==> src/rtl/ppa_pkg.sv <==
// Shared definitions for the parallel-prefix arithmetic blocks.
// Provides the default datapath width, the per-bit generate/propagate pair
// and the prefix combine operator used by every Kogge-Stone tree.
package ppa_pkg;

    localparam int PPA_WIDTH = 16;

    typedef struct packed {
        logic g;
        logic p;
    } gp_t;

    // Prefix combine: high group (hi) absorbs the adjacent lower group (lo).
    function automatic gp_t ppa_combine(input gp_t hi, input gp_t lo);
        gp_t r;
        r.g = hi.g | (hi.p & lo.g);
        r.p = hi.p & lo.p;
        return r;
    endfunction

endpackage

==> src/rtl/ppa_ks_prefix_tree.sv <==
// Combinational Kogge-Stone prefix tree.
// grp_g_o[i] / grp_p_o[i] are the group generate / propagate of bits i..0,
// built in $clog2(WIDTH) levels where level k combines with span 2^k.
module ppa_ks_prefix_tree
    import ppa_pkg::*;
#(
    parameter int WIDTH = PPA_WIDTH
) (
    input  logic [WIDTH-1:0] p_i,
    input  logic [WIDTH-1:0] g_i,
    output logic [WIDTH-1:0] grp_p_o,
    output logic [WIDTH-1:0] grp_g_o
);

    localparam int LEVELS = $clog2(WIDTH);

    gp_t lvl_s [LEVELS+1][WIDTH];

    for (genvar i = 0; i < WIDTH; i++) begin : g_leaf
        assign lvl_s[0][i] = {g_i[i], p_i[i]};
    end

    for (genvar k = 0; k < LEVELS; k++) begin : g_level
        for (genvar i = 0; i < WIDTH; i++) begin : g_bit
            if (i >= (1 << k)) begin : g_comb
                assign lvl_s[k+1][i] = ppa_combine(lvl_s[k][i], lvl_s[k][i-(1<<k)]);
            end else begin : g_pass
                assign lvl_s[k+1][i] = lvl_s[k][i];
            end
        end
    end

    for (genvar i = 0; i < WIDTH; i++) begin : g_out
        assign grp_g_o[i] = lvl_s[LEVELS][i].g;
        assign grp_p_o[i] = lvl_s[LEVELS][i].p;
    end

endmodule

==> src/rtl/ppa_ks_subtractor_pipe.sv <==
// Three-stage pipelined Kogge-Stone subtractor: d = a - b - bin (mod 2^WIDTH)
// computed as a + ~b + ~bin, with a valid/ready stream and full back-pressure.
// S1: p/g/cin, S2: prefix tree outputs, S3: difference, borrow and flags.
// Optional macro PPA_SUB_FLAGS_EN builds the zero/neg/ovf flags and the
// operand msb pipeline; without it those ports are tied to 0.
module ppa_ks_subtractor_pipe
    import ppa_pkg::*;
#(
    parameter int WIDTH = PPA_WIDTH
) (
    input  logic             clk,
    input  logic             rst_n,
    input  logic             in_valid,
    output logic             in_ready,
    input  logic [WIDTH-1:0] a,
    input  logic [WIDTH-1:0] b,
    input  logic             bin,
    output logic             out_valid,
    input  logic             out_ready,
    output logic [WIDTH-1:0] d,
    output logic             bout,
    output logic             zero,
    output logic             neg,
    output logic             ovf
);

    // Stage enables: a stage may load when empty or when its successor moves.
    logic en1_s, en2_s, en3_s;

    // Stage 1 state
    logic             v1_q, v1_d;
    logic [WIDTH-1:0] p1_q, p1_d;
    logic [WIDTH-1:0] g1_q, g1_d;
    logic             cin1_q, cin1_d;

    // Stage 2 state
    logic             v2_q, v2_d;
    logic [WIDTH-1:0] gg2_q, gg2_d;
    logic [WIDTH-1:0] gp2_q, gp2_d;
    logic [WIDTH-1:0] p2_q, p2_d;
    logic             cin2_q, cin2_d;

    // Stage 3 state
    logic             v3_q, v3_d;
    logic [WIDTH-1:0] d3_q, d3_d;
    logic             bout3_q, bout3_d;

    // Prefix tree outputs and final carry chain
    logic [WIDTH-1:0] tree_g_s, tree_p_s;
    logic [WIDTH:0]   c_s;
    logic [WIDTH-1:0] diff_s;
    logic             borrow_s;

    assign en3_s    = ~v3_q | out_ready;
    assign en2_s    = ~v2_q | en3_s;
    assign en1_s    = ~v1_q | en2_s;
    assign in_ready = en1_s;

    ppa_ks_prefix_tree #(
        .WIDTH (WIDTH)
    ) u_tree (
        .p_i     (p1_q),
        .g_i     (g1_q),
        .grp_p_o (tree_p_s),
        .grp_g_o (tree_g_s)
    );

    // S1 next state: invert b and bin so the adder prefix structure subtracts.
    always_comb begin
        v1_d   = v1_q;
        p1_d   = p1_q;
        g1_d   = g1_q;
        cin1_d = cin1_q;
        if (en1_s) begin
            v1_d   = in_valid;
            p1_d   = a ^ ~b;
            g1_d   = a & ~b;
            cin1_d = ~bin;
        end else begin
            v1_d   = v1_q;
        end
    end

    // S2 next state: capture group G/P from the tree along with p and cin.
    always_comb begin
        v2_d   = v2_q;
        gg2_d  = gg2_q;
        gp2_d  = gp2_q;
        p2_d   = p2_q;
        cin2_d = cin2_q;
        if (en2_s) begin
            v2_d   = v1_q;
            gg2_d  = tree_g_s;
            gp2_d  = tree_p_s;
            p2_d   = p1_q;
            cin2_d = cin1_q;
        end else begin
            v2_d   = v2_q;
        end
    end

    // Carries from group G/P and cin; difference and borrow-out.
    always_comb begin
        c_s    = {(WIDTH+1){1'b0}};
        c_s[0] = cin2_q;
        for (int i = 0; i < WIDTH; i++) begin
            c_s[i+1] = gg2_q[i] | (gp2_q[i] & cin2_q);
        end
        diff_s   = c_s[WIDTH-1:0] ^ p2_q;
        borrow_s = ~c_s[WIDTH];
    end

    // S3 next state: register the result for the output port.
    always_comb begin
        v3_d    = v3_q;
        d3_d    = d3_q;
        bout3_d = bout3_q;
        if (en3_s) begin
            v3_d    = v2_q;
            d3_d    = diff_s;
            bout3_d = borrow_s;
        end else begin
            v3_d    = v3_q;
        end
    end

    // Pipeline registers; reset discards everything in flight.
    always_ff @(posedge clk or negedge rst_n) begin
        if (!rst_n) begin
            v1_q    <= 1'b0;
            p1_q    <= {WIDTH{1'b0}};
            g1_q    <= {WIDTH{1'b0}};
            cin1_q  <= 1'b0;
            v2_q    <= 1'b0;
            gg2_q   <= {WIDTH{1'b0}};
            gp2_q   <= {WIDTH{1'b0}};
            p2_q    <= {WIDTH{1'b0}};
            cin2_q  <= 1'b0;
            v3_q    <= 1'b0;
            d3_q    <= {WIDTH{1'b0}};
            bout3_q <= 1'b0;
        end else begin
            v1_q    <= v1_d;
            p1_q    <= p1_d;
            g1_q    <= g1_d;
            cin1_q  <= cin1_d;
            v2_q    <= v2_d;
            gg2_q   <= gg2_d;
            gp2_q   <= gp2_d;
            p2_q    <= p2_d;
            cin2_q  <= cin2_d;
            v3_q    <= v3_d;
            d3_q    <= d3_d;
            bout3_q <= bout3_d;
        end
    end

    assign out_valid = v3_q;
    assign d         = d3_q;
    assign bout      = bout3_q;

`ifdef PPA_SUB_FLAGS_EN
    logic a_msb1_q, a_msb1_d, b_msb1_q, b_msb1_d;
    logic a_msb2_q, a_msb2_d, b_msb2_q, b_msb2_d;
    logic zero3_q, zero3_d, neg3_q, neg3_d, ovf3_q, ovf3_d;

    // Operand msbs follow the data through S1/S2; flags are formed into S3.
    always_comb begin
        a_msb1_d = a_msb1_q;
        b_msb1_d = b_msb1_q;
        a_msb2_d = a_msb2_q;
        b_msb2_d = b_msb2_q;
        zero3_d  = zero3_q;
        neg3_d   = neg3_q;
        ovf3_d   = ovf3_q;
        if (en1_s) begin
            a_msb1_d = a[WIDTH-1];
            b_msb1_d = b[WIDTH-1];
        end else begin
            a_msb1_d = a_msb1_q;
        end
        if (en2_s) begin
            a_msb2_d = a_msb1_q;
            b_msb2_d = b_msb1_q;
        end else begin
            a_msb2_d = a_msb2_q;
        end
        if (en3_s) begin
            zero3_d = (diff_s == {WIDTH{1'b0}});
            neg3_d  = diff_s[WIDTH-1];
            ovf3_d  = (a_msb2_q ^ b_msb2_q) & (a_msb2_q ^ diff_s[WIDTH-1]);
        end else begin
            zero3_d = zero3_q;
        end
    end

    // Flag pipeline registers.
    always_ff @(posedge clk or negedge rst_n) begin
        if (!rst_n) begin
            a_msb1_q <= 1'b0;
            b_msb1_q <= 1'b0;
            a_msb2_q <= 1'b0;
            b_msb2_q <= 1'b0;
            zero3_q  <= 1'b0;
            neg3_q   <= 1'b0;
            ovf3_q   <= 1'b0;
        end else begin
            a_msb1_q <= a_msb1_d;
            b_msb1_q <= b_msb1_d;
            a_msb2_q <= a_msb2_d;
            b_msb2_q <= b_msb2_d;
            zero3_q  <= zero3_d;
            neg3_q   <= neg3_d;
            ovf3_q   <= ovf3_d;
        end
    end

    assign zero = zero3_q;
    assign neg  = neg3_q;
    assign ovf  = ovf3_q;
`else
    assign zero = 1'b0;
    assign neg  = 1'b0;
    assign ovf  = 1'b0;
`endif

endmodule

==> config.mk <==
export PLATFORM = sky130hd
export DESIGN_NAME = ppa_ks_subtractor_pipe
export DESIGN_NICKNAME = d
export VERILOG_FILES = /design/src/rtl/ppa_pkg.sv /design/src/rtl/ppa_ks_prefix_tree.sv /design/src/rtl/ppa_ks_subtractor_pipe.sv
export SDC_FILE = /design/constraint.sdc
export NUM_CORES = 1
export LEC_CHECK = 0
export ABC_CLOCK_PERIOD_IN_PS = 1500
export BUFFER_PORTS_ARGS = -buffer_cell sky130_fd_sc_hd__buf_4
export CORE_MARGIN = 2
export CORE_UTILIZATION = 52
export CTS_CLUSTER_DIAMETER = 100
export DETAILED_ROUTE_END_ITERATION = 6
export GPL_ROUTABILITY_DRIVEN = 0
export PLACE_DENSITY = 0.85
export SLEW_MARGIN = 5
export SYNTH_ARGS = -nofsm -noshare
export SYNTH_HDL_FRONTEND = slang
export SYNTH_SLANG_ARGS = --single-unit
==> constraint.sdc <==
create_clock -name clk -period 1.5 [get_ports clk]
set_input_delay 0.15 -clock clk [delete_from_list [all_inputs] [get_ports clk]]
set_output_delay 0.15 -clock clk [all_outputs]
set_load 0.01 [all_outputs]
==> results.rst <==
.. list-table::
   :header-rows: 1

   * - Metric
     - Value
   * - Data arrival time at the worst-slack endpoint
     - 1.92 ns
   * - Standard-cell row count
     - 34
   * - Clock Power Share
     - 0.265
   * - Horiz. Die Dim
     - 97.37 µm
   * - Total wire length after detailed routing
     - 11.16 mm
   * - Count of inserted antenna diode cells
     - 0
   * - Detail-routed net length per standard cell
     - 17.44 µm
   * - Largest vdd supply drop
     - 0.6717 mV
   * - Area Growth Syn to Fin
     - 28.35%
   * - Internal portion of total power
     - 0.005208 W
   * - Detailed-route via count
     - 3,641
   * - Number of primary I/O pins
     - 59
   * - Clock-pin slew of the registers on the worst-case setup and hold paths
     - 0.10 ns
   * - Sequential power share
     - 0.482
   * - Via count of the first global-routing pass
     - 3,656
   * - Unrepaired setup endpoints after global routing
     - yes
   * - Number of buffers created by CTS
     - 9
   * - Violations in the final reports
     - negative setup slack
   * - Cell with the most instances after synthesis
     - sky130_fd_sc_hd__dfrtp_1
   * - Buffers added on ports
     - 55
   * - Share of post-route cells with drive strength above 1
     - 0.3214
   * - Worst EP required
     - 1.82 ns
   * - Y dimension of the die
     - 97.37 µm
   * - Per-cell via count in the routed design
     - 5.689
   * - Worst min-delay path category
     - in2reg
   * - Starting density of the core
     - 0.5275
   * - Synth cell types
     - 40
   * - Worst-case setup slack after placement
     - -0.1650 ns
   * - Area leader, netlist
     - sky130_fd_sc_hd__dfrtp_1
   * - Number of warning messages in the yosys log
     - 0
   * - Final layout net count
     - 581
   * - Type of the setup path with the least slack
     - reg2reg
   * - Sw power
     - 0.002310 W
   * - Number of instances in the synthesized netlist
     - 434
   * - Pin count of the biggest net entering global routing
     - 36
   * - Flops & latches, synth
     - 101
   * - TritonCTS clock tree
     - built
   * - Depth of the worst register-to-register path
     - 5
   * - Clock root buffer
     - sky130_fd_sc_hd__clkbuf_8
   * - Result of the run
     - complete, but fails checks
   * - Dominant cells by area after synthesis
     - sky130_fd_sc_hd__dfrtp_1, sky130_fd_sc_hd__nand2_1, sky130_fd_sc_hd__mux2_2
   * - Antenna violation net count after detailed routing
     - 0
   * - Share of the yosys chip area belonging to registers
     - 0.5575
   * - Latest clock arrival within the worst-skew pair
     - 0.38 ns
   * - Wire length of the first global-routing pass
     - 18.02 mm
   * - Global route total overflow
     - 0
   * - Cell Area, Synth
     - 4533 µm²
   * - Iter 0 DRT Violations
     - 460
   * - Syn_area_per_cell
     - 10.44 µm²
   * - Setup-violating endpoint count in the final report
     - 11
   * - Final Worst Setup Slack
     - -0.09430 ns
   * - Largest buffer count on any clock path
     - 2
   * - Switching Share
     - 0.3072
   * - Dominant register cell in the synthesized netlist
     - sky130_fd_sc_hd__dfrtp_1
   * - Final Max Tran Viols
     - 0
   * - Element type at the critical path end
     - flip-flop
   * - Total iterations of the first detailed-routing run
     - 5
   * - DPL Wire Length
     - 7.126 mm
   * - Most frequent cells after synthesis
     - sky130_fd_sc_hd__dfrtp_1, sky130_fd_sc_hd__nand2_1, sky130_fd_sc_hd__a21oi_1, sky130_fd_sc_hd__o21ai_0, sky130_fd_sc_hd__mux2_2
   * - Maximum Capacitance Violations
     - 0
   * - Residual DRC count
     - 0
   * - Placement-stage cell area
     - 5283 µm²
   * - Hold violation count in the final report
     - 0
   * - Minimum clock period after layout
     - 1.594 ns
   * - Top cell type's share of synthesized area
     - 0.5575
   * - Leakage power total
     - 2.893 nW
   * - PnR Total Power
     - 0.007518 W
   * - Clock tree sinks
     - 101
   * - Share of flip-flops with an asynchronous set or reset after synthesis
     - 1.000
   * - Fin area
     - 5818 µm²
   * - Fmax
     - 0.6272 GHz
   * - Crit share post-route
     - 1.063
   * - Top fanout value on the critical path
     - 3
   * - Combinational cell fraction of total power
     - 0.254
   * - Die Outline Area
     - 9480 µm²
   * - Clock H-tree levels
     - 3
   * - Overall global routing resource usage
     - 0.2394
   * - Number of antenna violations at the first check in global routing
     - 0
   * - Number of flops mapped to enable cells by yosys
     - 0
   * - Worst hold path stage count
     - 3
   * - Areal power density over the cells
     - 1292 nW/µm²
   * - Core area
     - 8593 µm²
   * - Clock tree skew after final layout
     - 0.01219 ns
   * - Startpoint types
     - flip-flop
layout make-up:
type	count	area, µm²
Clock buffer	12	155.1
Timing Repair Buffer	98	834.6
Multi-Input combinational cell	300	2018
Clock inverter	4	77.57
Inverter	17	63.81
Fill cell	614	2775
Tap cell	108	135.1
Sequential cell	101	2534
state kept, by name, indices dropped and copies added (netlist names):
name       flops
bout           1
cin1_q         1
cin2_q         1
d             16
g1_q          16
gg2_q         16
gp2_q         16
out_valid      1
p1_q          16
p2_q          15
v1_q           1
v2_q           1
routing by layer:
layer	track usage	wire length, µm
met4	0.1175	363
met5	0	0
met1	0.3178	4521
met2	0.3825	5552
met3	0.04245	727
power by group through the flow:
| stage | combinational, W | clock, W | sequential (W) |
|---|---|---|---|
| after floorplan | 0.000877 | 0 | 0.00363 |
| after global placement | 0.00165 | 0 | 0.00361 |
| after detailed placement | 0.00170 | 0 | 0.00365 |
| after CTS | 0.00186 | 0.00199 | 0.00360 |
| after global routing | 0.00209 | 0.00211 | 0.00369 |
| final | 0.00191 | 0.00199 | 0.00362 |
placed cells by master (no fill, tap or decap), drive strengths merged, types with 2 or more instances in the layout:
master,Yosys,layout
dfrtp,101,101
nand2,94,97
buf,12,94
a21oi,37,37
o21ai,32,32
mux2,32,32
nor2,24,24
inv,17,18
ha,17,17
xor2,15,15
clkbuf,9,13
a21o,6,6
nand3,4,4
o31ai,3,3
a22o,3,3
conb,1,3
dlygate4sd3,0,3
a2111oi,3,3
nor2b,2,2
nand4,2,2
o211ai,2,2
nand2b,2,2
bufinv,0,2
and2,2,2
a31oi,2,2
cells by family after synthesis:
| kind of cell | Yosys count | share of synthesized area |
|---|---|---|
| AO/OA/AOI/OAI | 94 | 0.1206 |
| XOR/XNOR | 15 | 0.02898 |
| adder cells (fa/ha/maj) | 17 | 0.04692 |
| buffers and inverters | 38 | 0.03643 |
| flip-flops | 101 | 0.5575 |
| multiplexers | 32 | 0.07949 |
| other | 1 | 0.0008272 |
| AND/OR/NAND/NOR | 136 | 0.1292 |
path summary, 6_finish.rpt:
kind                                  startpoint                     to  slack [ns]
min in group asynchronous                  rst_n     cin1_q$_DFFE_PN0P_        0.21
max in group asynchronous                  rst_n       d[6]$_DFFE_PN0P_        0.73
hold / removal                             a[12]   p1_q[12]$_DFFE_PN0P_        0.12
hold reg to reg                d[12]$_DFFE_PN0P_      d[12]$_DFFE_PN0P_        0.49
setup reg to reg           out_valid$_DFFE_PN0P_  gp2_q[13]$_DFFE_PN0P_       -0.09
setup / recovery           out_valid$_DFFE_PN0P_  gp2_q[13]$_DFFE_PN0P_       -0.09
metrics by stage:
| stage | util | TNS [ns] | hold WS [ns] | cells |
|---|---|---|---|---|
| 2_1_floorplan | - | -0.6399 | -0.1456 | 436 |
| 3_3_place_gp | 0.6147 | -0.1951 | 0.07050 | 610 |
| 3_5_place_dp | 0.6147 | -1.099 | 0.07337 | 610 |
| 4_1_cts | 0.6708 | -0.2647 | 0.1207 | 639 |
| 5_1_grt | 0.6771 | -2.110 | 0.1221 | 640 |
| 6_report | 0.6771 | -0.5447 | 0.1175 | 640 |
what timing repair did:
item | 4_1_cts | 5_1_grt
hold endpoints to repair | 84 | 0
endpoints found under the setup margin | 36 | 50
buffers inserted | 7 | 0
gates cloned | 3 | 1
resized for setup | 28 | 13
pin swaps | 6 | 2
hold buffers | 3 | 0
critical path, stage by stage, from the launching register on:
cell and delay, ns:
sky130_fd_sc_hd__dfrtp_1 0.42, sky130_fd_sc_hd__nand3b_2 0.10, sky130_fd_sc_hd__and4_4 0.24, sky130_fd_sc_hd__or3b_4 0.40, sky130_fd_sc_hd__nor3_4 0.17, sky130_fd_sc_hd__a32o_2 0.20
Note: power is estimated with default switching activity, not from simulation.
